<file path="src/rtl/hazard_unit_pkg.sv">
// Shared types for the pipeline hazard controller.
package hazard_unit_pkg;

  localparam int unsigned ADDR_W = 5;

  typedef logic [ADDR_W-1:0] regAddr_t;

  // ALU operand source selected by forwarding.
  typedef enum logic [1:0] {
    FWD_REG = 2'b00,
    FWD_W   = 2'b01,
    FWD_M   = 2'b10
  } forward_sel;

  // Controller state.
  typedef enum logic [1:0] {
    RUN      = 2'b00,
    MEM_WAIT = 2'b01,
    HALT     = 2'b10
  } hazard_state;

  // The youngest in-flight writer wins: M has priority over W; x0 is never forwarded.
  function automatic forward_sel fwdSelect(
    input regAddr_t rs,
    input regAddr_t rdM,
    input logic     regWriteM,
    input regAddr_t rdW,
    input logic     regWriteW
  );
    forward_sel sel;
    sel = FWD_REG;
    if (regWriteM && (rdM != '0) && (rdM == rs)) begin
      sel = FWD_M;
    end else if (regWriteW && (rdW != '0) && (rdW == rs)) begin
      sel = FWD_W;
    end
    return sel;
  endfunction

endpackage

</file>
<file path="src/rtl/hazard_unit_sat_counter.sv">
// Saturating up-counter used for the performance statistics.
module sat_counter #(
  parameter int unsigned WIDTH = 32
) (
  input  logic             clk,
  input  logic             rst,
  input  logic             inc_i,
  output logic [WIDTH-1:0] count_o
);

  // Count qualified cycles, holding at all-ones instead of wrapping.
  always_ff @(posedge clk or posedge rst) begin
    if (rst) begin
      count_o <= '0;
    end else if (inc_i && (count_o != '1)) begin
      count_o <= count_o + WIDTH'(1);
    end
  end

endmodule

</file>
<file path="src/rtl/hazard_unit.sv">
// Stall/flush/forward control for the five-stage core, with memory-wait
// tracking, a timeout trap and stall/flush performance counters.
module hazard_unit
  import hazard_unit_pkg::*;
#(
  parameter int unsigned MEM_TIMEOUT = 16,
  parameter int unsigned CNT_WIDTH   = 32
) (
  input  logic                 clk,
  input  logic                 rst,
  input  regAddr_t             Rs1D_i,
  input  regAddr_t             Rs2D_i,
  input  regAddr_t             Rs1E_i,
  input  regAddr_t             Rs2E_i,
  input  regAddr_t             RdE_i,
  input  regAddr_t             RdM_i,
  input  regAddr_t             RdW_i,
  input  logic                 RegWriteE_i,
  input  logic                 RegWriteM_i,
  input  logic                 RegWriteW_i,
  input  logic                 ResultSrcE_i,
  input  logic                 PCSrcE_i,
  input  logic                 MemReqM_i,
  input  logic                 MemReadyM_i,
  output logic                 StallF_o,
  output logic                 StallD_o,
  output logic                 StallE_o,
  output logic                 StallM_o,
  output logic                 FlushD_o,
  output logic                 FlushE_o,
  output logic                 FlushW_o,
  output forward_sel           ForwardAE_o,
  output forward_sel           ForwardBE_o,
  output logic                 MemErr_o,
  output logic [CNT_WIDTH-1:0] StallCycles_o,
  output logic [CNT_WIDTH-1:0] FlushCount_o
);

  localparam int unsigned WAIT_W = (MEM_TIMEOUT > 2) ? $clog2(MEM_TIMEOUT) : 1;
  localparam logic [WAIT_W-1:0] WAIT_LAST = WAIT_W'(MEM_TIMEOUT - 1);

  hazard_state       state;
  logic [WAIT_W-1:0] waitCnt;
  logic              memErr;
  logic              memBusy;
  logic              loadUse;

  // An outstanding data access that has not completed this cycle.
  assign memBusy = MemReqM_i && !MemReadyM_i && (state != HALT);

  // Load in E whose result is needed by the instruction in D.
  assign loadUse = ResultSrcE_i && RegWriteE_i && (RdE_i != '0) &&
                   ((RdE_i == Rs1D_i) || (RdE_i == Rs2D_i));

  // Stall/flush/forward decode from the current state and stage inputs.
  always_comb begin
    StallF_o    = 1'b0;
    StallD_o    = 1'b0;
    StallE_o    = 1'b0;
    StallM_o    = 1'b0;
    FlushD_o    = 1'b0;
    FlushE_o    = 1'b0;
    FlushW_o    = 1'b0;
    ForwardAE_o = FWD_REG;
    ForwardBE_o = FWD_REG;
    if (rst) begin
      FlushD_o = 1'b1;
      FlushE_o = 1'b1;
      FlushW_o = 1'b1;
    end else begin
      ForwardAE_o = fwdSelect(Rs1E_i, RdM_i, RegWriteM_i, RdW_i, RegWriteW_i);
      ForwardBE_o = fwdSelect(Rs2E_i, RdM_i, RegWriteM_i, RdW_i, RegWriteW_i);
      if ((state == HALT) || memBusy) begin
        // Freeze everything up to M and drain W with a bubble.
        StallF_o = 1'b1;
        StallD_o = 1'b1;
        StallE_o = 1'b1;
        StallM_o = 1'b1;
        FlushW_o = 1'b1;
      end else if (PCSrcE_i) begin
        // Redirect squashes the wrong-path instructions; any load-use stall is moot.
        FlushD_o = 1'b1;
        FlushE_o = 1'b1;
      end else if (loadUse) begin
        StallF_o = 1'b1;
        StallD_o = 1'b1;
        FlushE_o = 1'b1;
      end
    end
  end

  // Memory-wait state machine with timeout trap.
  always_ff @(posedge clk or posedge rst) begin
    if (rst) begin
      state   <= RUN;
      waitCnt <= '0;
      memErr  <= 1'b0;
    end else begin
      case (state)
        RUN: begin
          if (memBusy) begin
            state   <= MEM_WAIT;
            waitCnt <= '0;
          end
        end
        MEM_WAIT: begin
          if (!memBusy) begin
            state <= RUN;
          end else if ((waitCnt + WAIT_W'(1)) == WAIT_LAST) begin
            state  <= HALT;
            memErr <= 1'b1;
          end else begin
            waitCnt <= waitCnt + WAIT_W'(1);
          end
        end
        HALT: begin
          state <= HALT;
        end
        default: begin
          state <= RUN;
        end
      endcase
    end
  end

  assign MemErr_o = memErr;

  // Cycles spent with fetch held.
  sat_counter #(.WIDTH(CNT_WIDTH)) uStallCnt (
    .clk     (clk),
    .rst     (rst),
    .inc_i   (StallF_o),
    .count_o (StallCycles_o)
  );

  // Cycles in which decode was flushed.
  sat_counter #(.WIDTH(CNT_WIDTH)) uFlushCnt (
    .clk     (clk),
    .rst     (rst),
    .inc_i   (FlushD_o),
    .count_o (FlushCount_o)
  );

endmodule

</file>
<file path="config.mk">
export PLATFORM = sky130hd
export DESIGN_NAME = hazard_unit
export DESIGN_NICKNAME = d
export VERILOG_FILES = /design/src/rtl/hazard_unit_pkg.sv /design/src/rtl/hazard_unit_sat_counter.sv /design/src/rtl/hazard_unit.sv
export SDC_FILE = /design/constraint.sdc
export NUM_CORES = 1
export LEC_CHECK = 0
export BUFFER_PORTS_ARGS = -buffer_cell sky130_fd_sc_hd__buf_2
export CORE_MARGIN = 3
export CORE_UTILIZATION = 47
export DETAILED_ROUTE_END_ITERATION = 7
export GPL_TIMING_DRIVEN = 0
export PLACE_DENSITY = 0.73
export RECOVER_POWER = 100
export SETUP_SLACK_MARGIN = 0.4
export SYNTH_ARGS = -nofsm -noshare
export SYNTH_HDL_FRONTEND = slang
export SYNTH_HIERARCHICAL = 1
export SYNTH_SLANG_ARGS = --single-unit
</file>
<file path="constraint.sdc">
create_clock -name clk -period 2.6 [get_ports clk]
set_clock_uncertainty 0.1 [all_clocks]
set_input_delay 0.13 -clock clk [delete_from_list [all_inputs] [get_ports clk]]
set_output_delay 0.13 -clock clk [all_outputs]
set_load 0.005 [all_outputs]
</file>
==> impl_summary.log, run 1 <==
[metrics] run status: complete, but fails checks
[metrics] failing checks: setup timing
[metrics] power density over the cells: 524.0 nW/um^2
[metrics] sequential share of the synthesized area: 0.4494
[metrics] Critical Path End Type: flip-flop
[metrics] number of sinks driven by the clock tree: 71
[metrics] routed via count divided by cell count: 5.575
[metrics] setup slack of the critical path after layout: -0.1491 ns
[metrics] synthesized instance count: 373
[metrics] actual slew at the worst max-slew pin: 1.342 ns
[metrics] TritonCTS clock tree: done
[metrics] final core utilization: 0.7121
[metrics] number of distinct library cell variants in the gate-level netlist after synthesis: 43
[metrics] Max Buffers Root-to-Sink: 2
[metrics] CP Class: flip-flop to flip-flop
[metrics] tightest slew margin relative to the limit: 0.1052
[metrics] post-synthesis to final-layout area growth: 42.78%
[metrics] total nets after synthesis: 421
[metrics] I/O pin cnt: 120
[metrics] share of final-layout standard cells stronger than drive strength 1: 0.4059
[metrics] post-layout total power: 2.958 mW
[metrics] critical path required time: 2.72 ns
[metrics] total of endpoints with negative setup slack in the final report: 15
[metrics] Period minus WS final: 2.749 ns
[metrics] Sequential Area: 1777 sq um
[metrics] x dimension of the die: 97.72 microns
[metrics] routed length per instance: 16.81 microns
[metrics] post-detailed-placement half-perimeter wirelength: 6.950 mm
[metrics] most frequent cell after synthesis: dfrtp_1
[metrics] area of all placed cells without fillers: 5645 sq um
[metrics] maximum net fanout on the critical path: 4
[metrics] number of antenna diodes: 0
[metrics] portion of synthesized cell area occupied by the leading cell type: 0.4494
[metrics] number of standard-cell rows in the floorplan: 32
[metrics] final layout net count: 586
[metrics] vias: 3590
[metrics] maximum achievable frequency: 363.8 MHz
[metrics] synth warn: 6
[metrics] clock latency reported for the late side of the worst-skew pair: 0.34 ns
[metrics] multi-input gate area in the final layout: 2511 sq um
[metrics] number of max-cap violations: 0
[metrics] minimum hold slack: 0.1527 ns
[metrics] gpl congestion: 0.7958
[metrics] master cell of the clock root buffer: clkbuf_8
[metrics] worst hold-check path type: input port to flip-flop
[metrics] level count of the clock H-tree: 3
[metrics] EDFF count, synth: 0
[metrics] worst IR drop on VDD: 0.3509 mV
[metrics] vias in the first global route: 3529
[metrics] Routed WL: 10.83 mm
[metrics] Chip Height: 97.72 microns
[metrics] final hold vios: 0
[metrics] number of max-slew violations in the final report: 0
[metrics] number of fill cells: 592
[metrics] leading register cell type out of synthesis: dfrtp_1
[metrics] fraction of registers with async set/reset: 1.000
[metrics] floorplan core area: 7928 sq um
[metrics] Critical Path Source Type: flip-flop
[metrics] maximum number of pins on one net before global-route repair: 33
[metrics] input/output buffers: 119
[metrics] antenna viol nets, final: 0
[metrics] leading area contributor after synthesis: dfrtp_1
[metrics] global-route wire length before repair: 17.07 mm
[metrics] post-detailed-placement cell area: 4728 sq um
[metrics] antenna violations before repair: 0
[metrics] Initial Util: 0.4987
[metrics] leading cell types by count after synthesis: 71 x dfrtp_1, 63 x xnor2_1, 48 x nand3_1, 25 x xor2_1, 21 x and3_1
[metrics] number of buffers added by the clock tree synthesis step: 9
[metrics] post-synthesis instance area: 3954 sq um
[metrics] DR DRC count: 0
[metrics] cell types occupying the most area after synthesis: dfrtp_1 45%, xnor2_1 14%, nand3_1 6.1%
[metrics] register clock-pin slew on the reported worst setup and hold paths: 0.07 ns
[metrics] Starting DRT DRC Count: 152
[metrics] final period utilization: 1.057
[metrics] unrepaired setup endpoints after global routing: yes
[metrics] leakage: 2.637 nW
[metrics] length of the first detailed-routing pass in iterations: 4
[metrics] register bit total from synthesis: 71
[metrics] die area: 9549 sq um
[metrics] Critical Path AT: 2.87 ns
[metrics] setup TNS: -1.108 ns
[metrics] Total GRT Usage: 0.2140
[metrics] Overflow after GRT: 0
[metrics] syn_area_per_cell: 10.60 sq um
## repair_timing
item                                    in CTS  in global routing
endpoints found under the hold margin        7                 43
gates resized for setup                     34                 48
hold buffers                                 1                  1
endpoints found under the setup margin      46                 51
gates cloned                                 1                  0
pin swaps                                   33                 38
setup buffers                               20                 10
## routing by layer
layer | global-route usage | routed length [microns] | vias to the layer above
met5 | 0 | 0 | -
met4 | 0.06070 | 168 | 0
met3 | 0.04092 | 468 | 20
met2 | 0.3790 | 5861 | 97
met1 | 0.2660 | 4328 | 1791
li1 | - | - | 1682
## registers in the layout, summed over array words and instances, names as in the netlist
register / count
MemErr_o: 1
state: 2
uFlushCnt/count_o: 32
uStallCnt/count_o: 32
waitCnt: 4
## cell usage in the layout, fill, tap and decap left out, drive strengths merged, types with 9 or more instances in the layout
cell and instances:
buf 124, dfrtp 71, xnor2 63, nand3 48, clkbuf 46, xor2 25, nand4 22, and3 21
nand2 20, nor2 13, inv 9
## kinds of logic after synthesis
kind of cell,after synthesis,synth area share
compound gates,27,0.06962
mux,7,0.01930
flops,71,0.4494
simple gates,158,0.2345
xor+xnor,88,0.1949
fa+ha+maj,4,0.01266
buf+inv,18,0.01962
## critical path: stages, from the launching register on
cell      delay, ns
dfrtp_1        0.38
nand2b_4       0.14
and2_4         0.17
a21oi_4        0.13
inv_2          0.07
o31ai_4        0.22
clkbuf_8       0.19
nand3_2        0.08
or4_4          0.43
a311oi_4       0.26
buf_4          0.19
nand4_1        0.12
xnor2_1        0.16
## through the flow
| stage | setup slack [ns] | std cells |
|---|---|---|
| final | -0.1491 | 644 |
| after global routing | -0.2135 | 644 |
| after CTS | -0.1955 | 631 |
| after detailed placement | -0.3922 | 594 |
| after global placement | -0.3749 | 594 |
| after floorplan | -0.09868 | 373 |
## final timing paths
check                          start                     to  slack (ns)  cells after the start
setup / recovery            state[0]  uStallCnt/count_o[21]       -0.15                     12
hold / removal             MemReqM_i               state[1]        0.15                      5
setup reg to reg            state[0]  uStallCnt/count_o[21]       -0.15                     12
hold reg to reg             MemErr_o               MemErr_o        0.38                      1
max in group asynchronous        rst   uStallCnt/count_o[0]        0.65                      4
min in group asynchronous        rst   uStallCnt/count_o[4]        0.25                      3
## report_power, final
group / internal [mW] / total [mW] / switching [mW]
clock: 0.660 / 1.06 / 0.402
sequential: 1.20 / 1.37 / 0.163
combinational: 0.260 / 0.529 / 0.269
total: 2.12 / 2.96 / 0.835
## area by class of cell
class                      count  area share
clock buffer                  10     0.02438
tap                          102     0.02261
buffer                         8     0.01108
inverter                      10    0.006649
multi-input combinational    284      0.4448
sequential                    71      0.3147
timing repair buffer         154      0.1569
clock inverter                 5     0.01884
Power figures use the tool's default switching activity.
==> inputs of run 2 (changes only) <==
==> constraint.sdc (replaced) <==
create_clock -name clk -period 2.6 [get_ports clk]
set_clock_uncertainty 0.1 [all_clocks]
set_input_delay 0.26 -clock clk [delete_from_list [all_inputs] [get_ports clk]]
set_output_delay 0.26 -clock clk [all_outputs]
set_load 0.005 [all_outputs]
==> run 2 against run 1 <==
Against the previous run: the flow still finishes with violations (setup timing); worst setup slack improved by 0.0033 ns; die area unchanged; final cell count is the same; routed wire length rose by 1.0%; final area increased by 0.71%.
==> impl_summary.log, run 2 (synthesized netlist as in run 1, its figures left out) <==
[metrics] CP delay by family, top: simple AND/OR/NAND/NOR gates (unchanged)
[metrics] level count of the clock H-tree: 3 (unchanged)
[metrics] DR DRC count: 0 (unchanged)
[metrics] power density over the cells: 522.3 nW/um^2 (was 524.0 nW/um^2)
[metrics] number of standard-cell rows in the floorplan: 32 (unchanged)
[metrics] critical path required time: 2.72 ns (about the same)
[metrics] vias in the first global route: 3529 (unchanged)
[metrics] Cell Chain, Critical Path: nand2b_4, and2_4, a21oi_4, inv_2, o31ai_4, clkbuf_8, nand3_2, or4_4, a311oi_4, buf_4, nand4_1, xnor2_1 (unchanged)
[metrics] gpl congestion: 0.7958 (unchanged)
[metrics] die area: 9549 sq um (unchanged)
[metrics] Initial Util: 0.4987 (unchanged)
[metrics] length of the first detailed-routing pass in iterations: 4 (unchanged)
[metrics] global-route wire length before repair: 17.07 mm (unchanged)
[metrics] Max Buffers Root-to-Sink: 2 (unchanged)
[metrics] number of max-cap violations: 0 (unchanged)
[metrics] share of final-layout standard cells stronger than drive strength 1: 0.4077 (was 0.4059)
[metrics] clock latency reported for the late side of the worst-skew pair: 0.33 ns (was 0.34 ns)
[metrics] FF-to-FF path depth: 12 (unchanged)
[metrics] maximum net fanout on the critical path: 4 (unchanged)
[metrics] setup slack of the critical path after layout: -0.1459 ns (was -0.1491 ns)
[metrics] register clock-pin slew on the reported worst setup and hold paths: 0.07 ns (about the same)
[metrics] minimum hold slack: 0.2840 ns (was 0.1527 ns)
[metrics] commonest non-fill, non-tap cells in the layout: 86 x buf_2, 71 x dfrtp_1, 54 x xnor2_1 (was 90 x buf_2, 71 x dfrtp_1, 54 x xnor2_1)
[metrics] number of sinks driven by the clock tree: 71 (unchanged)
[metrics] maximum achievable frequency: 364.2 MHz (was 363.8 MHz)
[metrics] input/output buffers: 119 (unchanged)
[metrics] vias: 3579 (was 3590)
[metrics] Endpoint, Worst Hold: state[1] (unchanged)
[metrics] highest-delay cell along the critical path: or4_4 (unchanged)
[metrics] I/O pin cnt: 120 (unchanged)
[metrics] failing checks: setup timing (unchanged)
[metrics] Overflow after GRT: 0 (unchanged)
[metrics] final layout net count: 586 (unchanged)
[metrics] Reg2Reg Setup Slack: -0.15 ns (about the same)
[metrics] routed length per instance: 16.98 microns (was 16.81 microns)
[metrics] unrepaired setup endpoints after global routing: yes (unchanged)
[metrics] CP Class: flip-flop to flip-flop (unchanged)
[metrics] number of fill cells: 591 (was 592)
[metrics] number of cells in the design after placement: 594 (unchanged)
[metrics] instance count along the most critical hold path: 5 (unchanged)
[metrics] routed via count divided by cell count: 5.557 (was 5.575)
[metrics] number of buffers added by the clock tree synthesis step: 9 (unchanged)
[metrics] Critical Path Source Type: flip-flop (unchanged)
[metrics] setup TNS: -1.066 ns (was -1.108 ns)
[metrics] Critical Path AT: 2.87 ns (about the same)
[metrics] actual slew at the worst max-slew pin: 1.338 ns (was 1.342 ns)
[metrics] worst IR drop on VDD: 0.3501 mV (was 0.3509 mV)
[metrics] final period utilization: 1.056 (was 1.057)
[metrics] floorplan core area: 7928 sq um (unchanged)
[metrics] Chip Height: 97.72 microns (unchanged)
[metrics] x dimension of the die: 97.72 microns (unchanged)
[metrics] most common cell after layout, fill and taps aside: buf_2 (unchanged)
[metrics] area of all placed cells without fillers: 5685 sq um (was 5645 sq um)
[metrics] non-filler instance count after layout: 644 (unchanged)
[metrics] Routed WL: 10.94 mm (was 10.83 mm)
[metrics] total of endpoints with negative setup slack in the final report: 15 (unchanged)
[metrics] number of antenna diodes: 0 (unchanged)
[metrics] master cell of the clock root buffer: clkbuf_8 (unchanged)
[metrics] final hold vios: 0 (unchanged)
[metrics] Total GRT Usage: 0.2140 (unchanged)
[metrics] number of max-slew violations in the final report: 0 (unchanged)
[metrics] TritonCTS clock tree: done (unchanged)
[metrics] maximum number of pins on one net before global-route repair: 33 (unchanged)
[metrics] tightest slew margin relative to the limit: 0.1079 (was 0.1052)
[metrics] Worst path max stage delay: 0.43 ns (about the same)
[metrics] worst hold start: MemReqM_i (unchanged)
[metrics] Starting DRT DRC Count: 142 (was 152)
[metrics] post-synthesis to final-layout area growth: 43.80% (was 42.78%)
[metrics] post-detailed-placement cell area: 4728 sq um (unchanged)
[metrics] end of the worst register-to-register path: uStallCnt/count_o[21] (unchanged)
[metrics] post-detailed-placement half-perimeter wirelength: 6.950 mm (unchanged)
[metrics] antenna violations before repair: 0 (unchanged)
[metrics] leakage: 2.647 nW (was 2.637 nW)
[metrics] worst hold-check path type: input port to flip-flop (unchanged)
[metrics] R2R Path Start: state[0] (unchanged)
[metrics] buffers and inverters on the worst path: 3 (unchanged)
[metrics] antenna viol nets, final: 0 (unchanged)
[metrics] Period minus WS final: 2.746 ns (was 2.749 ns)
[metrics] Critical Path End Type: flip-flop (unchanged)
[metrics] run status: complete, but fails checks (unchanged)
[metrics] largest registers: uFlushCnt/count_o: 32 flops, uStallCnt/count_o: 32 flops, waitCnt: 4 flops (unchanged)
==> run 2: worst max-delay path by stage <==
| stage | startpoint | endpoint | slack, ns | cells past startpoint |
|---|---|---|---|---|
| 2_1_floorplan | state[0] | uStallCnt/count_o[31] | -0.1 | 11 |
| 3_3_place_gp | RdE_i[2] | uStallCnt/count_o[31] | -0.46 | 11 |
| 3_5_place_dp | RdE_i[2] | uStallCnt/count_o[21] | -0.46 | 11 |
| 4_1_cts | state[0] | uStallCnt/count_o[21] | -0.20 | 12 |
| 5_1_grt | state[0] | uStallCnt/count_o[23] | -0.21 | 12 |
| 6_report | state[0] | uStallCnt/count_o[21] | -0.15 | 12 |
==> run 2: timing repair <==
| item | 4_1_cts | 5_1_grt |
|---|---|---|
| hold endpoints to repair | 7 | 18 |
| gates resized for setup | 34 | 58 |
| setup endpoints to repair | 46 | 52 |
| gates cloned | 1 | 0 |
| setup buffers | 20 | 10 |
| hold buffers | 1 | 1 |
| pin swaps | 33 | 40 |
==> run 2: power by group <==
part	leakage [nW]	internal [mW]	switching [mW]	total (mW)
clock	0.119	0.660	0.403	1.06
sequential	0.967	1.20	0.164	1.37
combinational	1.56	0.267	0.273	0.539
total	2.65	2.13	0.840	2.97
==> run 2: area by class of cell <==
| type | instances | area, sq um | share of cell area |
|---|---|---|---|
| sequential | 71 | 1777 | 0.3125 |
| multi-input combinational | 284 | 2515 | 0.4423 |
| inverter | 10 | 37.54 | 0.006602 |
| buffer | 8 | 66.31 | 0.01166 |
| clock buffer | 10 | 137.6 | 0.02421 |
| tap | 102 | 127.6 | 0.02245 |
| timing repair buffer | 154 | 918.4 | 0.1615 |
| clock inverter | 5 | 106.4 | 0.01871 |
==> run 2: per-layer routing <==
layer,part of all wire,global-route usage,wire (microns)
met1,0.40,0.2660,4385
met2,0.55,0.3790,5971
met3,0.041,0.04092,451
met4,0.012,0.06070,129
met5,0,0,0
==> run 2: through the flow <==
step | power [mW] | worst slack [ns] | utilization
floorplan | 1.639 | -0.09868 | -
global placement | 1.858 | -0.4554 | 0.5964
detailed placement | 1.874 | -0.4614 | 0.5964
CTS | 2.972 | -0.1955 | 0.6731
global route | 3.138 | -0.2102 | 0.7172
finish | 2.970 | -0.1459 | 0.7172
==> run 2: worst min-delay path, delay by kind of cell <==
family                 cells  cell delay [ns]
buffers and inverters      1             0.10
and+or+nand+nor            4             0.32
==> inputs of run 3 (changes only) <==
- CORE_UTILIZATION: 47 -> 50
- PLACE_DENSITY: 0.73 -> 0.74
- clock period: 2.6 -> 3.5 ns (I/O delays scaled with it)
==> run 3 against run 2 <==
Against the previous run: the flow now finishes without violations; clock power shrank 24%; sequential power decreased by 27%; register-to-register slack gained 0.51 ns; critical endpoint is now uStallCnt/count_o[31].
==> impl_summary.log, run 3 (synthesized netlist as in run 1, its figures left out) <==
[metrics] run status: finished clean (was complete, but fails checks)
[metrics] Max Buffers Root-to-Sink: 2 (unchanged)
[metrics] final core utilization: 0.6569 (was 0.7172)
[metrics] number of max-cap violations: 0 (unchanged)
[metrics] post-synthesis to final-layout area growth: 23.73% (was 43.80%)
[metrics] die area: 9011 sq um (was 9549 sq um)
[metrics] routed length per instance: 14.98 microns (was 16.98 microns)
[metrics] share of power burned in the clock network: 0.372 (was 0.358)
[metrics] commonest non-fill, non-tap cells in the layout: 78 x buf_2, 71 x dfrtp_1, 63 x xnor2_1 (was 86 x buf_2, 71 x dfrtp_1, 54 x xnor2_1)
[metrics] final layout net count: 562 (was 586)
[metrics] TritonCTS clock tree: done (unchanged)
[metrics] Total GRT Usage: 0.2100 (was 0.2140)
[metrics] most common cell after layout, fill and taps aside: buf_2 (unchanged)
[metrics] Endpoint, Worst Hold: MemErr_o (was state[1])
[metrics] vias in the first global route: 3244 (was 3529)
[metrics] number of standard-cell rows in the floorplan: 31 (was 32)
[metrics] end of the worst register-to-register path: uStallCnt/count_o[31] (was uStallCnt/count_o[21])
[metrics] Overflow after GRT: 0 (unchanged)
[metrics] vias: 3382 (was 3579)
[metrics] setup TNS: 0 ns (was -1.066 ns)
[metrics] number of max-slew violations in the final report: 0 (unchanged)
[metrics] number of fill cells: 670 (was 591)
[metrics] actual slew at the worst max-slew pin: 1.360 ns (was 1.338 ns)
[metrics] Switching Share: 0.2754 (was 0.2828)
[metrics] R2R Path Start: state[0] (unchanged)
[metrics] number of buffers added by the clock tree synthesis step: 9 (unchanged)
[metrics] antenna violations before repair: 0 (unchanged)
[metrics] I/O pin cnt: 120 (unchanged)
[metrics] DR DRC count: 0 (unchanged)
[metrics] master cell of the clock root buffer: clkbuf_8 (unchanged)
[metrics] worst hold start: MemErr_o (was MemReqM_i)
[metrics] post-layout total power: 2.160 mW (was 2.970 mW)
[metrics] input/output buffers: 119 (unchanged)
[metrics] minimum hold slack: 0.3749 ns (was 0.2840 ns)
[metrics] share of total power in combinational logic: 0.164 (was 0.182)
[metrics] Critical Path AT: 3.27 ns (was 2.87 ns)
[metrics] number of sinks driven by the clock tree: 71 (unchanged)
[metrics] tightest slew margin relative to the limit: 0.09336 (was 0.1079)
[metrics] worst IR drop on VDD: 0.2777 mV (was 0.3501 mV)
[metrics] Starting DRT DRC Count: 151 (was 142)
[metrics] number of antenna diodes: 0 (unchanged)
[metrics] floorplan core area: 7447 sq um (was 7928 sq um)
[metrics] final hold vios: 0 (unchanged)
[metrics] level count of the clock H-tree: 3 (unchanged)
[metrics] maximum achievable frequency: 318.8 MHz (was 364.2 MHz)
[metrics] instance count along the most critical hold path: 1 (was 5)
[metrics] worst hold-check path type: flip-flop to flip-flop (was input port to flip-flop)
[metrics] total of endpoints with negative setup slack in the final report: 0 (was 15)
[metrics] gpl congestion: 0.8091 (was 0.7958)
[metrics] Initial Util: 0.5309 (was 0.4987)
[metrics] Cell Int Power: 1.565 mW (was 2.130 mW)
[metrics] x dimension of the die: 94.93 microns (was 97.72 microns)
[metrics] register clock-pin slew on the reported worst setup and hold paths: 0.08 ns (was 0.07 ns)
[metrics] post-detailed-placement half-perimeter wirelength: 6.920 mm (was 6.950 mm)
[metrics] maximum number of pins on one net before global-route repair: 33 (unchanged)
[metrics] Reg2Reg Setup Slack: 0.36 ns (was -0.15 ns)
[metrics] leakage: 2.238 nW (was 2.647 nW)
[metrics] critical path required time: 3.64 ns (was 2.72 ns)
[metrics] sequential cell fraction of total power: 0.464 (was 0.461)
[metrics] power density over the cells: 441.5 nW/um^2 (was 522.3 nW/um^2)
[metrics] Critical Path Source Type: flip-flop (unchanged)
[metrics] CP Class: flip-flop to flip-flop (unchanged)
[metrics] length of the first detailed-routing pass in iterations: 4 (unchanged)
[metrics] final period utilization: 0.8963 (was 1.056)
[metrics] clock latency reported for the late side of the worst-skew pair: 0.34 ns (was 0.33 ns)
[metrics] antenna viol nets, final: 0 (unchanged)
[metrics] reported net switching power: 0.5948 mW (was 0.8399 mW)
[metrics] Chip Height: 94.93 microns (was 97.72 microns)
[metrics] share of final-layout standard cells stronger than drive strength 1: 0.2351 (was 0.4077)
[metrics] FF-to-FF path depth: 12 (unchanged)
[metrics] largest registers: uFlushCnt/count_o: 32 flops, uStallCnt/count_o: 32 flops, waitCnt: 4 flops (unchanged)
[metrics] routed via count divided by cell count: 5.472 (was 5.557)
[metrics] global-route wire length before repair: 15.03 mm (was 17.07 mm)
[metrics] Period minus WS final: 3.137 ns (was 2.746 ns)
[metrics] unrepaired setup endpoints after global routing: no (was yes)
[metrics] maximum net fanout on the critical path: 7 (was 4)
[metrics] Routed WL: 9.258 mm (was 10.94 mm)
[metrics] Critical Path End Type: flip-flop (unchanged)
[run 3: changes by cell type in the layout (fill, tap and decap cells not counted), sizes merged]
| cell | previous run | this run |
|---|---|---|
| dlygate4sd3 | 2 | 1 |
| buf | 124 | 87 |
| clkinvlp | 1 | 0 |
| clkbuf | 46 | 61 |
| inv | 9 | 10 |
[run 3: layer usage]
metal / share of wire / track usage / up-vias / routed length, microns
met1: 0.41 / 0.2592 / 1643 / 3811
met5: 0 / 0 / - / 0
met3: 0.056 / 0.05578 / 11 / 518
met4: 0.014 / 0.06250 / 0 / 134
met2: 0.52 / 0.3594 / 99 / 4794
li1: - / - / 1629 / -
[run 3: area by class of cell]
cell class / instances / area [sq um] / share of cell area
inverter: 10 / 37.54 / 0.007673
clock buffer: 11 / 141.4 / 0.02890
timing repair buffer: 130 / 618.1 / 0.1263
multi-input combinational: 284 / 2052 / 0.4194
buffer: 8 / 38.79 / 0.007928
sequential: 71 / 1777 / 0.3632
tap: 99 / 123.9 / 0.02532
clock inverter: 5 / 103.9 / 0.02123
[run 3: through the flow]
| step | cells | cell area, sq um | setup slack [ns] |
|---|---|---|---|
| after floorplan | 373 | 3954 | 0.4521 |
| after global placement | 591 | 4673 | -0.03068 |
| after detailed placement | 591 | 4673 | -0.08446 |
| after CTS | 612 | 4981 | 0.4075 |
| after global routing | 618 | 4892 | 0.2082 |
| final | 618 | 4892 | 0.3631 |
[run 3: power groups by stage]
| stage | logic [mW] | clock network [mW] | registers [mW] |
|---|---|---|---|
| after global placement | 0.351 | 0 | 1.02 |
| after floorplan | 0.207 | 0 | 1.00 |
| final | 0.354 | 0.803 | 1.00 |
| after CTS | 0.369 | 0.826 | 1.00 |
| after detailed placement | 0.362 | 0 | 1.02 |
| after global routing | 0.398 | 0.857 | 1.02 |
[run 3: worst max-delay path by stage]
| stage | endpoint | from | slack [ns] | cells after the start |
|---|---|---|---|---|
| global placement | uStallCnt/count_o[31] | MemReadyM_i | -0.03 | 12 |
| detailed placement | uStallCnt/count_o[31] | MemReadyM_i | -0.08 | 12 |
| CTS | uStallCnt/count_o[26] | state[0] | 0.41 | 12 |
| floorplan | uStallCnt/count_o[31] | state[0] | 0.45 | 11 |
| global route | uStallCnt/count_o[1] | uStallCnt/count_o[13] | 0.21 | 5 |
| finish | uStallCnt/count_o[31] | state[0] | 0.36 | 12 |
[run 3: timing repair]
| item | CTS | global route |
|---|---|---|
| hold buffers | 1 | 0 |
| pin swaps | 2 | 2 |
| endpoints found under the hold margin | 7 | 0 |
| gates resized for setup | 4 | 3 |
| setup buffers | 4 | 4 |
| endpoints found under the setup margin | 18 | 18 |
[run 3: worst max-delay path, cell delays in order, from the launching register on]
cell      delay [ns]
dfrtp_1         0.41
nand2b_1        0.16
and2_1          0.19
a21oi_1         0.19
inv_1           0.13
o31ai_4         0.21
clkbuf_1        0.27
nand3_1         0.14
or4_1           0.50
a311oi_4        0.25
buf_4           0.19
nand4_1         0.12
xnor2_1         0.17
